===== src/rtl/hex_keypad_pkg.sv =====
// Shared types and helpers for the hex keypad scanner: FSM state encoding,
// the row/column to hex key map and the column priority encoder.
package hex_keypad_pkg;

    typedef enum logic [1:0] {
        SCAN     = 2'd0,
        DEBOUNCE = 2'd1,
        HELD     = 2'd2
    } state_e;

    // Keypad legend: row0 = 1 2 3 A, row1 = 4 5 6 B, row2 = 7 8 9 C, row3 = 0 F E D.
    function automatic logic [3:0] key_map(input logic [1:0] row, input logic [1:0] col);
        logic [3:0] key;
        key = 4'h0;
        case ({row, col})
            4'h0: key = 4'h1;
            4'h1: key = 4'h2;
            4'h2: key = 4'h3;
            4'h3: key = 4'hA;
            4'h4: key = 4'h4;
            4'h5: key = 4'h5;
            4'h6: key = 4'h6;
            4'h7: key = 4'hB;
            4'h8: key = 4'h7;
            4'h9: key = 4'h8;
            4'hA: key = 4'h9;
            4'hB: key = 4'hC;
            4'hC: key = 4'h0;
            4'hD: key = 4'hF;
            4'hE: key = 4'hE;
            4'hF: key = 4'hD;
            default: key = 4'h0;
        endcase
        return key;
    endfunction

    // Columns are active-low; the lowest low column index wins.
    function automatic logic [1:0] low_col(input logic [3:0] cols);
        logic [1:0] idx;
        casez (cols)
            4'b???0: idx = 2'd0;
            4'b??01: idx = 2'd1;
            4'b?011: idx = 2'd2;
            4'b0111: idx = 2'd3;
            default: idx = 2'd0;
        endcase
        return idx;
    endfunction

endpackage


===== src/rtl/col_synchronizer.sv =====
// Two-flop synchronizer for the four active-low keypad column returns.
module col_synchronizer (
    input  logic       clk,
    input  logic       reset,
    input  logic [3:0] async_i,
    output logic [3:0] sync_o
);

    logic [3:0] meta_q;
    logic [3:0] sync_q;

    // NOTE: reset to all-ones so an idle (pulled-up) keypad is seen during and after reset.
    always_ff @(posedge clk or posedge reset) begin
        if (reset) begin
            meta_q <= 4'hF;
            sync_q <= 4'hF;
        end else begin
            meta_q <= async_i;
            sync_q <= meta_q;
        end
    end

    assign sync_o = sync_q;

endmodule


===== src/rtl/hex_keypad_scanner.sv =====
// 4x4 hex keypad scanner: row-multiplexed scan, press/release debounce,
// one-cycle accept strobe and a four-key history shift register.
module hex_keypad_scanner
    import hex_keypad_pkg::*;
#(
    parameter int SCAN_DIV       = 50000,
    parameter int DEBOUNCE_SCANS = 4
) (
    input  logic        clk,
    input  logic        reset,
    input  logic [3:0]  colSense,
    input  logic        clearDigits,
    output logic [3:0]  rowDrive,
    output logic [3:0]  keyVal,
    output logic        keyValid,
    output logic        keyHeld,
    output logic [15:0] digits
);

    localparam int CW = (SCAN_DIV > 1) ? $clog2(SCAN_DIV) : 1;
    localparam int MW = $clog2(DEBOUNCE_SCANS + 1);
    localparam logic [CW-1:0] DWELL_LAST = CW'(SCAN_DIV - 1);
    localparam logic [MW-1:0] MATCH_GOAL = MW'(DEBOUNCE_SCANS);

    logic [3:0]    col_s;
    state_e        state_q, state_d;
    logic [CW-1:0] dwell_q, dwell_d;
    logic [MW-1:0] match_q, match_d, match_inc;
    logic [1:0]    row_q, row_d;
    logic [1:0]    cand_col_q, cand_col_d;
    logic [3:0]    key_val_q, key_val_d;
    logic          key_valid_q, key_valid_d;
    logic          key_held_q, key_held_d;
    logic [15:0]   digits_q, digits_d;
    logic          sample, any_low, accept;
    logic [1:0]    col_now;

    col_synchronizer u_col_sync (
        .clk     (clk),
        .reset   (reset),
        .async_i (colSense),
        .sync_o  (col_s)
    );

    assign sample    = (dwell_q == DWELL_LAST);
    assign any_low   = (col_s != 4'hF);
    assign col_now   = low_col(col_s);
    assign match_inc = match_q + 1'b1;

    // NOTE: every next-state value gets a default first so no latch is inferred.
    always_comb begin
        state_d     = state_q;
        dwell_d     = sample ? '0 : dwell_q + 1'b1;
        match_d     = match_q;
        row_d       = row_q;
        cand_col_d  = cand_col_q;
        key_val_d   = key_val_q;
        key_valid_d = 1'b0;
        key_held_d  = key_held_q;
        digits_d    = digits_q;
        accept      = 1'b0;

        if (sample) begin
            case (state_q)
                SCAN: begin
                    if (!any_low) begin
                        row_d = row_q + 2'd1;
                    end else begin
                        cand_col_d = col_now;
                        match_d    = MW'(1);
                        if (DEBOUNCE_SCANS == 1) accept = 1'b1;
                        else                     state_d = DEBOUNCE;
                    end
                end
                DEBOUNCE: begin
                    if (any_low && col_now == cand_col_q) begin
                        match_d = match_inc;
                        if (match_inc == MATCH_GOAL) accept = 1'b1;
                    end else begin
                        match_d = '0;
                        state_d = SCAN;
                    end
                end
                HELD: begin
                    // In HELD the match counter counts consecutive released samples.
                    if (any_low) begin
                        match_d = '0;
                    end else if (match_inc == MATCH_GOAL) begin
                        match_d    = '0;
                        key_held_d = 1'b0;
                        state_d    = SCAN;
                    end else begin
                        match_d = match_inc;
                    end
                end
                default: state_d = SCAN;
            endcase
        end

        if (accept) begin
            state_d     = HELD;
            match_d     = '0;
            key_valid_d = 1'b1;
            key_held_d  = 1'b1;
            key_val_d   = key_map(row_q, cand_col_d);
            digits_d    = {digits_q[11:0], key_val_d};
        end

        if (clearDigits) digits_d = accept ? {12'h000, key_val_d} : 16'h0000;
    end

    // NOTE: sequential state uses non-blocking assignments only.
    always_ff @(posedge clk or posedge reset) begin
        if (reset) begin
            state_q     <= SCAN;
            dwell_q     <= '0;
            match_q     <= '0;
            row_q       <= 2'd0;
            cand_col_q  <= 2'd0;
            key_val_q   <= 4'h0;
            key_valid_q <= 1'b0;
            key_held_q  <= 1'b0;
            digits_q    <= 16'h0000;
        end else begin
            state_q     <= state_d;
            dwell_q     <= dwell_d;
            match_q     <= match_d;
            row_q       <= row_d;
            cand_col_q  <= cand_col_d;
            key_val_q   <= key_val_d;
            key_valid_q <= key_valid_d;
            key_held_q  <= key_held_d;
            digits_q    <= digits_d;
        end
    end

    assign rowDrive = ~(4'b0001 << row_q);
    assign keyVal   = key_val_q;
    assign keyValid = key_valid_q;
    assign keyHeld  = key_held_q;
    assign digits   = digits_q;

endmodule

===== config.mk =====
export PLATFORM = sky130hd
export DESIGN_NAME = hex_keypad_scanner
export DESIGN_NICKNAME = d
export VERILOG_FILES = /design/src/rtl/hex_keypad_pkg.sv /design/src/rtl/col_synchronizer.sv /design/src/rtl/hex_keypad_scanner.sv
export SDC_FILE = /design/constraint.sdc
export NUM_CORES = 1
export LEC_CHECK = 0
export ABC_AREA = 1
export CORE_MARGIN = 5
export CORE_UTILIZATION = 56
export DETAILED_ROUTE_END_ITERATION = 8
export GPL_TIMING_DRIVEN = 0
export PLACE_DENSITY = 0.77
export SYNTH_ARGS = -nofsm -noshare
export SYNTH_HDL_FRONTEND = slang
export SYNTH_SLANG_ARGS = --single-unit

===== constraint.sdc =====
create_clock -name clk -period 2.9 [get_ports clk]
set_input_delay 0.435 -clock clk [delete_from_list [all_inputs] [get_ports clk]]
set_output_delay 0.435 -clock clk [all_outputs]
set_load 0.05 [all_outputs]

; ---- Word-level counts from Yosys, hierarchy flattened
; Memories as Yosys holds them, arrays and structs flattened.
; Index checks and enable logic that the tools add are counted.
[op_classes]
n_addsub = 3
n_mul = 0
div = 0
order_cmp = 0
n_eq_ne = 14
n_shift = 1
mux = 33
bitwise_logic = 2
n_reduce_logical = 11
[op_table]
columns = operator, n
row1 = $mux 16, 3
row2 = $mux 2, 9
row3 = $mux 3, 6
row4 = $add 16x1->16 const B, 1
row5 = $eq 16x16->1 const B, 1
row6 = $ne 3x3->1 const B, 4
row7 = $pmux 2 s3, 2
row8 = $mux 1, 10
row9 = $pmux 3 s3, 1
row10 = $mux 4, 2
row11 = $reduce_bool 2->1, 4
row12 = $reduce_and 3->1, 2
row13 = $reduce_and 5->1, 1
row14 = $eq 2x1->1 const B, 2
row15 = $eq 4x3->1 const B, 1
row16 = $ne 4x4->1 const B, 1
row17 = $not 4->4, 1
row18 = $reduce_and 4->1, 1
row19 = $reduce_bool 4->1, 1
row20 = $shl 1x2->4 const A, 1
row21 = $add 3x1->3 const B, 1
row22 = $eq 3x2->1 const B, 1
row23 = $eq 3x3->1 const B, 1
row24 = $add 2x1->2 const B, 1
row25 = 6 further kinds, 6
[totals]
ff_bits = 55
latch_bits = 0
mem_bits_rw = 0
mem_bits_ro = 64
out_inout_bits = 26
mem_count = 1
[memory_table]
columns = memory, words, width, read_ports, rd_clocked_by_memory_dff, write_ports, line
row1 = (no name shown), 16, 4, 1, 0, 0, hex_keypad_pkg.sv:15  ; case ({row, col})

; ---- Longest topological paths before layout
; Gate-level depths: netlist of run 1.
[logic_depth]
word_depth = 10
mapped_depth = 17
ltp_nobuf = 17

; ---- Hierarchy
; Synthesis of run 1 repeated with hierarchy kept, for this count alone.
[unflattened]
hier_cells = 348
hier_area_um2 = 2841.5
[by_module_without_submodules]
columns = module, n_inst, cells_each, area_each_um2, seq_area_each_um2
row1 = hex_keypad_scanner, 1, 339, 2627.5, 1176.1
row2 = col_synchronizer, 1, 9, 214.0, 210.2

; ---- Least setup slack after synthesis of run 1
; OpenSTA, ideal clock, no wires.
[synth_timing]
kind = reg-to-reg
from = register dwell_q[0]
to = register digits_q[2], in the netlist digits[2]
setup_time_ns = 0.128
arrival_ns = 2.100
required_time_ns = 2.772
path_slack_ns = 0.672
path_stages_with_launch = 15
n_path_buf = 0
synth_period_minus_slack_ns = 2.228
cell_sequence = dfrtp_1 -> ha_1 -> nand2_2 -> nor2_4 -> nand3_1 -> nor2_2 -> nand2_1 -> nand2_1 -> inv_1 -> ha_1 -> inv_1 -> o21ai_0 -> a21oi_1 -> o21ai_0 -> nand2_1
[synth_via]
elab_chain_len = 6
[synth_rtl]
columns = item, line
row1 = from (decl), hex_keypad_scanner.sv:27  ; logic [CW-1:0] dwell_q, dwell_d;
row2 = from (signal assigned), hex_keypad_scanner.sv:126  ; dwell_q <= dwell_d;
row3 = $eq 16x16->1 (*), hex_keypad_scanner.sv:45  ; assign sample = (dwell_q == DWELL_LAST);
row4 = $mux 2 (*), hex_keypad_scanner.sv:63  ; if (sample) begin
row5 = via cand_col_d[0], hex_keypad_scanner.sv:30  ; logic [1:0] cand_col_q, cand_col_d;
row6 = $mem_v2 16x4 (*), -
row7 = $mux 4, hex_keypad_scanner.sv:100  ; if (accept) begin
row8 = $mux 4, hex_keypad_scanner.sv:109  ; if (clearDigits) digits_d = accept ? {12'h000, key_val_d} : 16'h0000;
row9 = $mux 16 (*), hex_keypad_scanner.sv:109
row10 = to (signal assigned), hex_keypad_scanner.sv:133  ; digits_q <= digits_d;
row11 = to (decl), hex_keypad_scanner.sv:34  ; logic [15:0] digits_q, digits_d;
; Mark *: on every way through the listed nets, which the timed path passes. The rest lies on a longest branch. The select of a mux whose other input is x is not followed.
; A chain may end at the register's enable or synchronous reset.

; ---- Final worst setup path of run 1
[layout_timing]
from = register row_q[0]
to = output rowDrive[0]
[layout_via]
elab_chain_len = 2
[layout_rtl]
columns = item, line
row1 = from (decl), hex_keypad_scanner.sv:29  ; logic [1:0] row_q, row_d;
row2 = from (signal assigned), hex_keypad_scanner.sv:128  ; row_q <= row_d;
row3 = $shl 1x2->4, hex_keypad_scanner.sv:137  ; assign rowDrive = ~(4'b0001 << row_q);
row4 = $not 4->4, hex_keypad_scanner.sv:137
row5 = to (decl), hex_keypad_scanner.sv:13  ; output logic [3:0] rowDrive,
; Every way passes these cells.

==> results.txt, run 1 <==
Leakage power summed over all cells: 1.77 nW. The critical path in this run is classified as register to output port. For the final database, setup skew stands at 0.00448 ns.

Hold violation count in the final report: 0. The final weighted congestion in routability-driven placement was 0.863. Counting the fill cells in the layout gives 428. Using the TritonRoute via totals, the vias-per-cell ratio works out to 5.12. Data on the critical path arrives at its endpoint at 2.21 ns. The insertion delay of the later-clocked pin in the worst-skew pair is 0.30 ns. For this run, the total global-route usage over all layers was measured as 20.3%. Count of TritonRoute iterations in the first routing pass: 5. At the placement stage, the worst setup path has a slack of 0.255 ns. Once the clock tree was built, the resizer swapped 0 gates to a different size. After legalization and detailed placement, the total HPWL measured 4.58 mm. The number of different library cells used by synthesis comes to 28.

Clock-pin slew was measured on the worst setup and hold paths at 0.09 ns. Wires add up to 6.07 mm. The initialized floorplan defines 26 standard-cell rows. The wire length of the first global-routing pass was 10.6 mm; the number of synthesized register bits was 55. The tools report the maximum buffer depth of the clock tree as 2. The synthesized instance count came out at 366. Hold repair after CTS inserted 0 buffers. Each instance of the synthesized netlist takes up on average 7.99 um^2.

For the total negative setup slack, the log shows 0 ns. The tools report the final core utilization as 68.8%. Buffers added to address setup during post-CTS repair amount to 0.

Measured along the x axis, the die boundary spans 82.3 um. The synthesized netlist occupies a cell area of 2920 um^2. 0 antenna diodes ended up in the layout.

Headroom to the max-slew limit came out at 65.6%. The area overhead of the layout relative to synthesis is 19.3%, and the smallest setup slack after layout is 0.255 ns. The detailed router placed 2,440 vias in this run.

In the final routed layout, each cell accounts on average for 12.7 um. The worst setup path is launched from a register. In this run the worst path has a maximum fanout of 8. The initial utilization of the core area, before any placement, comes to 57.6%. After detailed routing, the wire length on met1 is 2.92 mm.

The tools report the I/O pin total as 33. The worst register-to-register path begins at dwell_q[0]. The cell area power density is 402 nW/um^2, and the share of final-layout standard cells stronger than drive strength 1 is 8.35%. Setup violations remaining at the end of the flow were counted as 0.

The worst hold-check path type was register to register. The tools report the sum of met2 wire segment lengths after detailed routing as 2.88 mm. The area of the die is 6770 um^2. Setup repair after global routing left no endpoint under its margin.

After detailed routing, no signal wire sits above met4. The tools report the maximum level of the CTS H-tree as 2. Source of the critical timing path: row_q[0].

Final critical path time including I/O delays and setup: 2.65 ns. The run gives 0 as the number of nets still failing antenna checks after routing. Measured along the y axis, the die boundary spans 82.3 um. The ratio of final minimum period to clock period is 91.2%.

In this run, the number of DRC markers left after iteration 0 of detailed routing was 202. STA classifies the critical path endpoint as an output port. Final hold analysis gives a worst-case slack of 0.360 ns. After detailed routing, the number of remaining DRC violations is 0.

Summed over all layers, the global routing overflow is 0. The clock root buffer master was sky130_fd_sc_hd__clkbuf_8. At the pin with the least slew margin, the transition time is 0.516 ns.

The logs give 388 for the post-synthesis net count and 2.47 ns for the required arrival time at the worst endpoint. Port buffering added 32 buffers. The run finished with clean final reports.

The worst hold path passes through 0 cells. For this run, the post-layout net count is 428. Wire segments on met3 add up to 207 um in the final route. The number of antenna violations at the first check in global routing came out at 0.

The tools report the count of yosys warnings during synthesis as 0. Timing would allow up to 0.378 GHz. Entering global routing, the biggest net connects 34 pins.

TritonCTS built the clock tree. The number of cells on the worst reg-to-reg path came out at 14. For the peak supply drop, the log shows 0.000239 V. The max-cap check violation count was 0; the CTS buffer count was 5. Origin of the worst min-delay path: u_col_sync.meta_q[0].

The region available for standard cell placement spans 5070 um^2. The run gives 0 as the count of pins over their slew limit. The run gives 2,385 as the via count of the first global-routing pass.

For this run, the register share of the synthesized area comes to 47.4%. CTS saw 55 sinks.
## routing by layer
layer  vias up  global-route usage [%]
met5         -                       0
met4         0                    8.31
met3         6                    2.49
met2        57                    32.5
met1      1139                    27.9
li1       1238                       -
## report_power, final
part,switching (mW),leakage (nW),internal (mW)
logic,0.0289,0.982,0.0141
clock network,0.236,0.0654,0.345
registers,0.00237,0.727,0.776
## cells in the mapped netlist
cell	number	area, um^2
sky130_fd_sc_hd__a21oi_1	4	20.0
sky130_fd_sc_hd__buf_1	1	3.75
sky130_fd_sc_hd__buf_2	2	10.0
sky130_fd_sc_hd__buf_6	2	22.5
sky130_fd_sc_hd__clkinv_1	1	3.75
sky130_fd_sc_hd__dfrtp_1	47	1180
sky130_fd_sc_hd__dfstp_2	8	210
sky130_fd_sc_hd__ha_1	15	188
sky130_fd_sc_hd__inv_1	50	188
sky130_fd_sc_hd__inv_2	3	11.3
sky130_fd_sc_hd__nand2_1	104	390
sky130_fd_sc_hd__nand2_2	2	12.5
sky130_fd_sc_hd__nand3_1	41	205
sky130_fd_sc_hd__nand3_2	1	10.0
sky130_fd_sc_hd__nand3b_1	1	7.51
sky130_fd_sc_hd__nand4_1	5	31.3
sky130_fd_sc_hd__nor2_1	31	116
sky130_fd_sc_hd__nor2_2	3	18.8
sky130_fd_sc_hd__nor2_4	3	33.8
sky130_fd_sc_hd__nor2_8	1	20.0
sky130_fd_sc_hd__nor3_1	8	40.0
sky130_fd_sc_hd__nor4_1	3	18.8
sky130_fd_sc_hd__o21a_1	1	7.51
sky130_fd_sc_hd__o21ai_0	19	95.1
sky130_fd_sc_hd__o21bai_1	2	15.0
sky130_fd_sc_hd__o31ai_1	1	7.51
sky130_fd_sc_hd__xnor2_1	1	8.76
sky130_fd_sc_hd__xor2_1	6	52.6
## through the flow
| stage | area, um^2 | power, mW | std cells |
|---|---|---|---|
| final | 3490 | 1.40 | 477 |
| after global routing | 3490 | 1.45 | 477 |
| after CTS | 3480 | 1.42 | 477 |
| after detailed placement | 3350 | 0.838 | 469 |
| after global placement | 3330 | 0.833 | 468 |
| after floorplan | 2920 | 0.818 | 366 |
## path summary, 6_finish.rpt
| kind | end | slack (ns) |
|---|---|---|
| max | rowDrive[0] | 0.25 |
| min | u_col_sync.sync_o[0] | 0.36 |
| max reg2reg | keyVal[2] | 0.35 |
| min reg2reg | u_col_sync.sync_o[0] | 0.36 |
| max in group asynchronous | u_col_sync.sync_o[1] | 1.82 |
| min in group asynchronous | dwell_q[0] | 0.48 |
## registers in the layout (all words and copies together), names as in the netlist, 2 cells and up
signal	count
digits	16
dwell_q	16
keyVal	4
u_col_sync.meta_q	4
u_col_sync.sync_o	4
match_q	3
cand_col_q	2
row_q	2
state_q	2
## worst max-delay path, cell delays in order, from the launching register on
cell and delay (ns):
sky130_fd_sc_hd__dfrtp_1 0.50, sky130_fd_sc_hd__clkinv_1 0.29, sky130_fd_sc_hd__ha_1 0.27, sky130_fd_sc_hd__inv_1 0.05, sky130_fd_sc_hd__clkdlybuf4s50_1 0.80
## placed cells by master (no fill, tap or decap), drive strengths merged
cell type,netlist,routed
a21oi,4,4
buf,5,6
bufinv,0,2
clkbuf,0,6
clkdlybuf4s50,0,32
clkinv,1,1
dfrtp,47,47
dfstp,8,8
ha,15,15
inv,53,53
nand2,106,106
nand3,42,42
nand3b,1,1
nand4,5,5
nor2,38,38
nor3,8,8
nor4,3,3
o21a,1,1
o21ai,19,19
o21bai,2,2
o31ai,1,1
xnor2,1,1
xor2,6,6
## kinds of logic after synthesis
family / synth area share [%]
AO/OA/AOI/OAI: 4.96
XOR/XNOR: 2.10
adder cells (fa/ha/maj): 6.42
buffers and inverters: 8.17
flip-flops: 47.4
AND/OR/NAND/NOR: 30.9
## cell type report
cell class	count	area, um^2	area share (%)
clock buffer	6	72.6	2.08
multi-input combinational	252	1300	37.4
inverter	54	203	5.81
sequential	55	1390	39.7
tap	70	87.6	2.51
buffer	5	36.3	1.04
timing repair buffer	33	340	9.75
clock inverter	2	60.1	1.72
No activity file was read; power rests on OpenSTA's default activity.
==> run 2, diff against run 1 <==
Settings changed: CORE_ASPECT_RATIO set to 1.25.
==> run 2 against run 1 <==
Fmax down 0.82%. Non-clock buffer count unchanged. Clock skew up 0.0037 ns. Critical path depth up 10. Sequential power about the same. Register-to-register slack worse by 0.12 ns. Power down 8.7%. Combinational power about the same. Largest cell class unchanged.
==> results.txt, run 2 (synthesis results as in run 1) <==
The signal on the critical path passes through ha_1 -> nand2_2 -> nor2_4 -> nand3_1 -> nor2_2 -> nand2_1 -> nand2_1 -> inv_1 -> ha_1 -> inv_1 -> o21ai_0 -> a21oi_1 -> o21ai_0 -> nand2_1. The post-placement setup slack is 0.268 ns (+0.0129 ns), and the post-detailed-route wirelength per cell is 13.3 um (+4.3%). Final weighted congestion in routability-driven placement: 0.865 (+0.25%).

The global-route total usage across every layer came out at 19.9% (-0.37 points). The logs give 0 (unchanged) for the number of nets still failing antenna checks after routing and 33 (-2.9%) for the largest net degree at the start of global routing. The count of pins over their slew limit was 0 (unchanged). The run gives 0 ns (unchanged) as the total negative setup slack.

STA classifies the critical path startpoint as a register. Violation count after the first detailed-routing iteration: 137 (-32%). The final critical path time including I/O delays and setup came out at 2.67 ns (+0.0220 ns).

CTS buffer count: 5 (unchanged). The ratio of final minimum period to clock period came out at 92.0% (+0.76 points). For the smallest setup slack after layout, the log shows 0.233 ns (-0.0220 ns). The cell area power density was 372 nW/um^2 (-7.5%). The number of antenna violations at the first check in global routing is 0 (unchanged), and the share of final-layout standard cells stronger than drive strength 1 is 8.35% (unchanged).

The library cell used most frequently in the layout, excluding fill and tap cells, is sky130_fd_sc_hd__nand2_1. The total vias in the final route is 2,492 (+2.1%), and the area of the die is 6780 um^2 (+0.13%). The run gives 65.8% (+0.26 points) as the relative slew slack.

The tools report the capturing element type of the critical path as a register. The logs give 67.8% (-1.0 points) for the final core utilization and 0 (unchanged) for the number of remaining DRC errors. The run gives 1390 um^2 (unchanged) as the sequential cell area. The tools report the clock root buffer master as sky130_fd_sc_hd__clkbuf_8. The wire length of the first global-routing pass is 10.9 mm (+2.3%).

Leaving out fill and tap cells, the most frequent cells in the layout are sky130_fd_sc_hd__nand2_1 (104), sky130_fd_sc_hd__inv_1 (49), sky130_fd_sc_hd__dfrtp_1 (47). The run gives 0 (unchanged) as the final number of setup-violating endpoints. The initial core utilization is 57.6% (about the same). The tools report the hold violation count in the final report as 0 (unchanged). Setup repair after global routing left no endpoint under its margin.

For the maximum level of the CTS H-tree, the log shows 2 (unchanged). The path class of the tightest hold or removal check is register to register. The transition time of the tightest slew-check pin is 0.511 ns (-0.00475 ns).

The max-cap check violation count was 0 (unchanged); the number of gates given a new drive strength after cts was 0 (unchanged). The I/O pin total is 33 (unchanged), and the clock tree skew after final layout is 0.00820 ns (+0.00372 ns). Critical setup path kind: register to register. The logs give 2.85 ns (+0.64 ns) for the endpoint arrival time on the critical path and 2 (unchanged) for the maximum buffer depth of the clock tree. The quantity of I/O buffers inserted on ports was 32 (unchanged). The maximum clock rate came out at 0.375 GHz (-0.82%). The cell that appears most often on the critical path is sky130_fd_sc_hd__nand2_1. The logs give 0 (unchanged) for the total overflow reported by the global router and 3.08 ns (+0.61 ns) for the required arrival time at the worst endpoint.

The count of TritonRoute iterations in the first routing pass was 5 (unchanged). The peak supply drop was 0.000297 V (+24%). TritonCTS built the clock tree. The half-perimeter wire length after placement came out at 4.71 mm (+2.9%).

The run finished with clean final reports. The count of inserted antenna diode cells came out at 0 (unchanged). The via-per-instance ratio is 5.31 (+3.9%).

The number of clock sinks came out at 55 (unchanged). The final-stage net count is 428 (unchanged), and the area overhead of the layout relative to synthesis is 17.7%. The total routed wirelength is 6.22 mm (+2.5%), and the maximum net fanout on the critical path is 9 (+1).

The maximum cell stage delay along the critical path is 0.40 ns (-0.40 ns). For the leakage power summed over all cells, the log shows 1.76 nW (-0.79%). The slowest stage of the critical path is the sky130_fd_sc_hd__nor2_2 cell.

The x dimension of the die was 74.6 um (-9.3%); the via count of the first global-routing pass was 2,454 (+2.9%). The insertion delay of the later-clocked pin in the worst-skew pair came out at 0.30 ns (about the same). The count of standard-cell rows is 29 (+12%), and the vertical die dimension is 90.8 um (+10%). The area inside the core boundary was 5080 um^2 (about the same); the final-layout fill cell count was 459 (+7.2%). The setup fix buffers added after clock tree synthesis was 0 (unchanged). The clock transition at the register clock pins on the worst setup and hold paths after CTS was 0.09 ns (about the same). Combined area of the multi-input logic cells: 1300 um^2 (-0.38%). The number of hold buffers added after CTS is 0 (unchanged).
[run 2: per-stage QoR]
stage | std cells | total power [mW] | hold WS [ns] | area (um^2)
CTS | 469 | 1.29 | 0.360 | 3440
global placement | 460 | 0.833 | 0.347 | 3320
finish | 469 | 1.28 | 0.360 | 3440
detailed placement | 461 | 0.838 | 0.347 | 3340
global route | 469 | 1.33 | 0.364 | 3440
floorplan | 366 | 0.818 | 0.345 | 2920
[run 2: final cells by class]
class / instances / area share, %
multi-input combinational: 252 / 37.7
sequential: 55 / 40.3
tap: 62 / 2.25
inverter: 54 / 5.89
clock buffer: 8 / 2.91
buffer: 5 / 1.05
timing repair buffer: 33 / 9.89
[run 2: worst max-delay path, delay by kind of cell, from the launching register on]
kind / cells / cell delay [ns]
adder cells (fa/ha/maj): 2 / 0.49
buffers and inverters: 2 / 0.10
AO/OA/AOI/OAI: 3 / 0.45
flip-flops: 1 / 0.38
AND/OR/NAND/NOR: 7 / 1.13
[run 2: path summary, 6_finish.rpt]
check / start / depth (start not counted) / slack, ns / to
worst max-delay path: dwell_q[0] / 14 / 0.23 / keyVal[2]
worst min-delay path: u_col_sync.meta_q[1] / 0 / 0.36 / u_col_sync.sync_o[1]
worst max register to register: dwell_q[0] / 14 / 0.23 / keyVal[2]
worst min register to register: u_col_sync.meta_q[1] / 0 / 0.36 / u_col_sync.sync_o[1]
max in group asynchronous: reset / 3 / 1.82 / u_col_sync.meta_q[0]
min in group asynchronous: reset / 2 / 0.48 / keyHeld
[run 2: metal layers]
metal / global-route usage (%) / vias up / part of all wire (%)
li1: - / 1232 / -
met1: 26.1 / 1175 / 43
met2: 32.6 / 72 / 51
met3: 3.45 / 13 / 4.7
met4: 6.82 / 0 / 1.6
met5: 0 / - / 0
[run 2: report_power, final]
group | internal, mW | total [mW] | switching [mW]
registers | 0.776 | 0.779 | 0.00244
logic | 0.0141 | 0.0427 | 0.0286
clock network | 0.219 | 0.458 | 0.240
total | 1.01 | 1.28 | 0.271
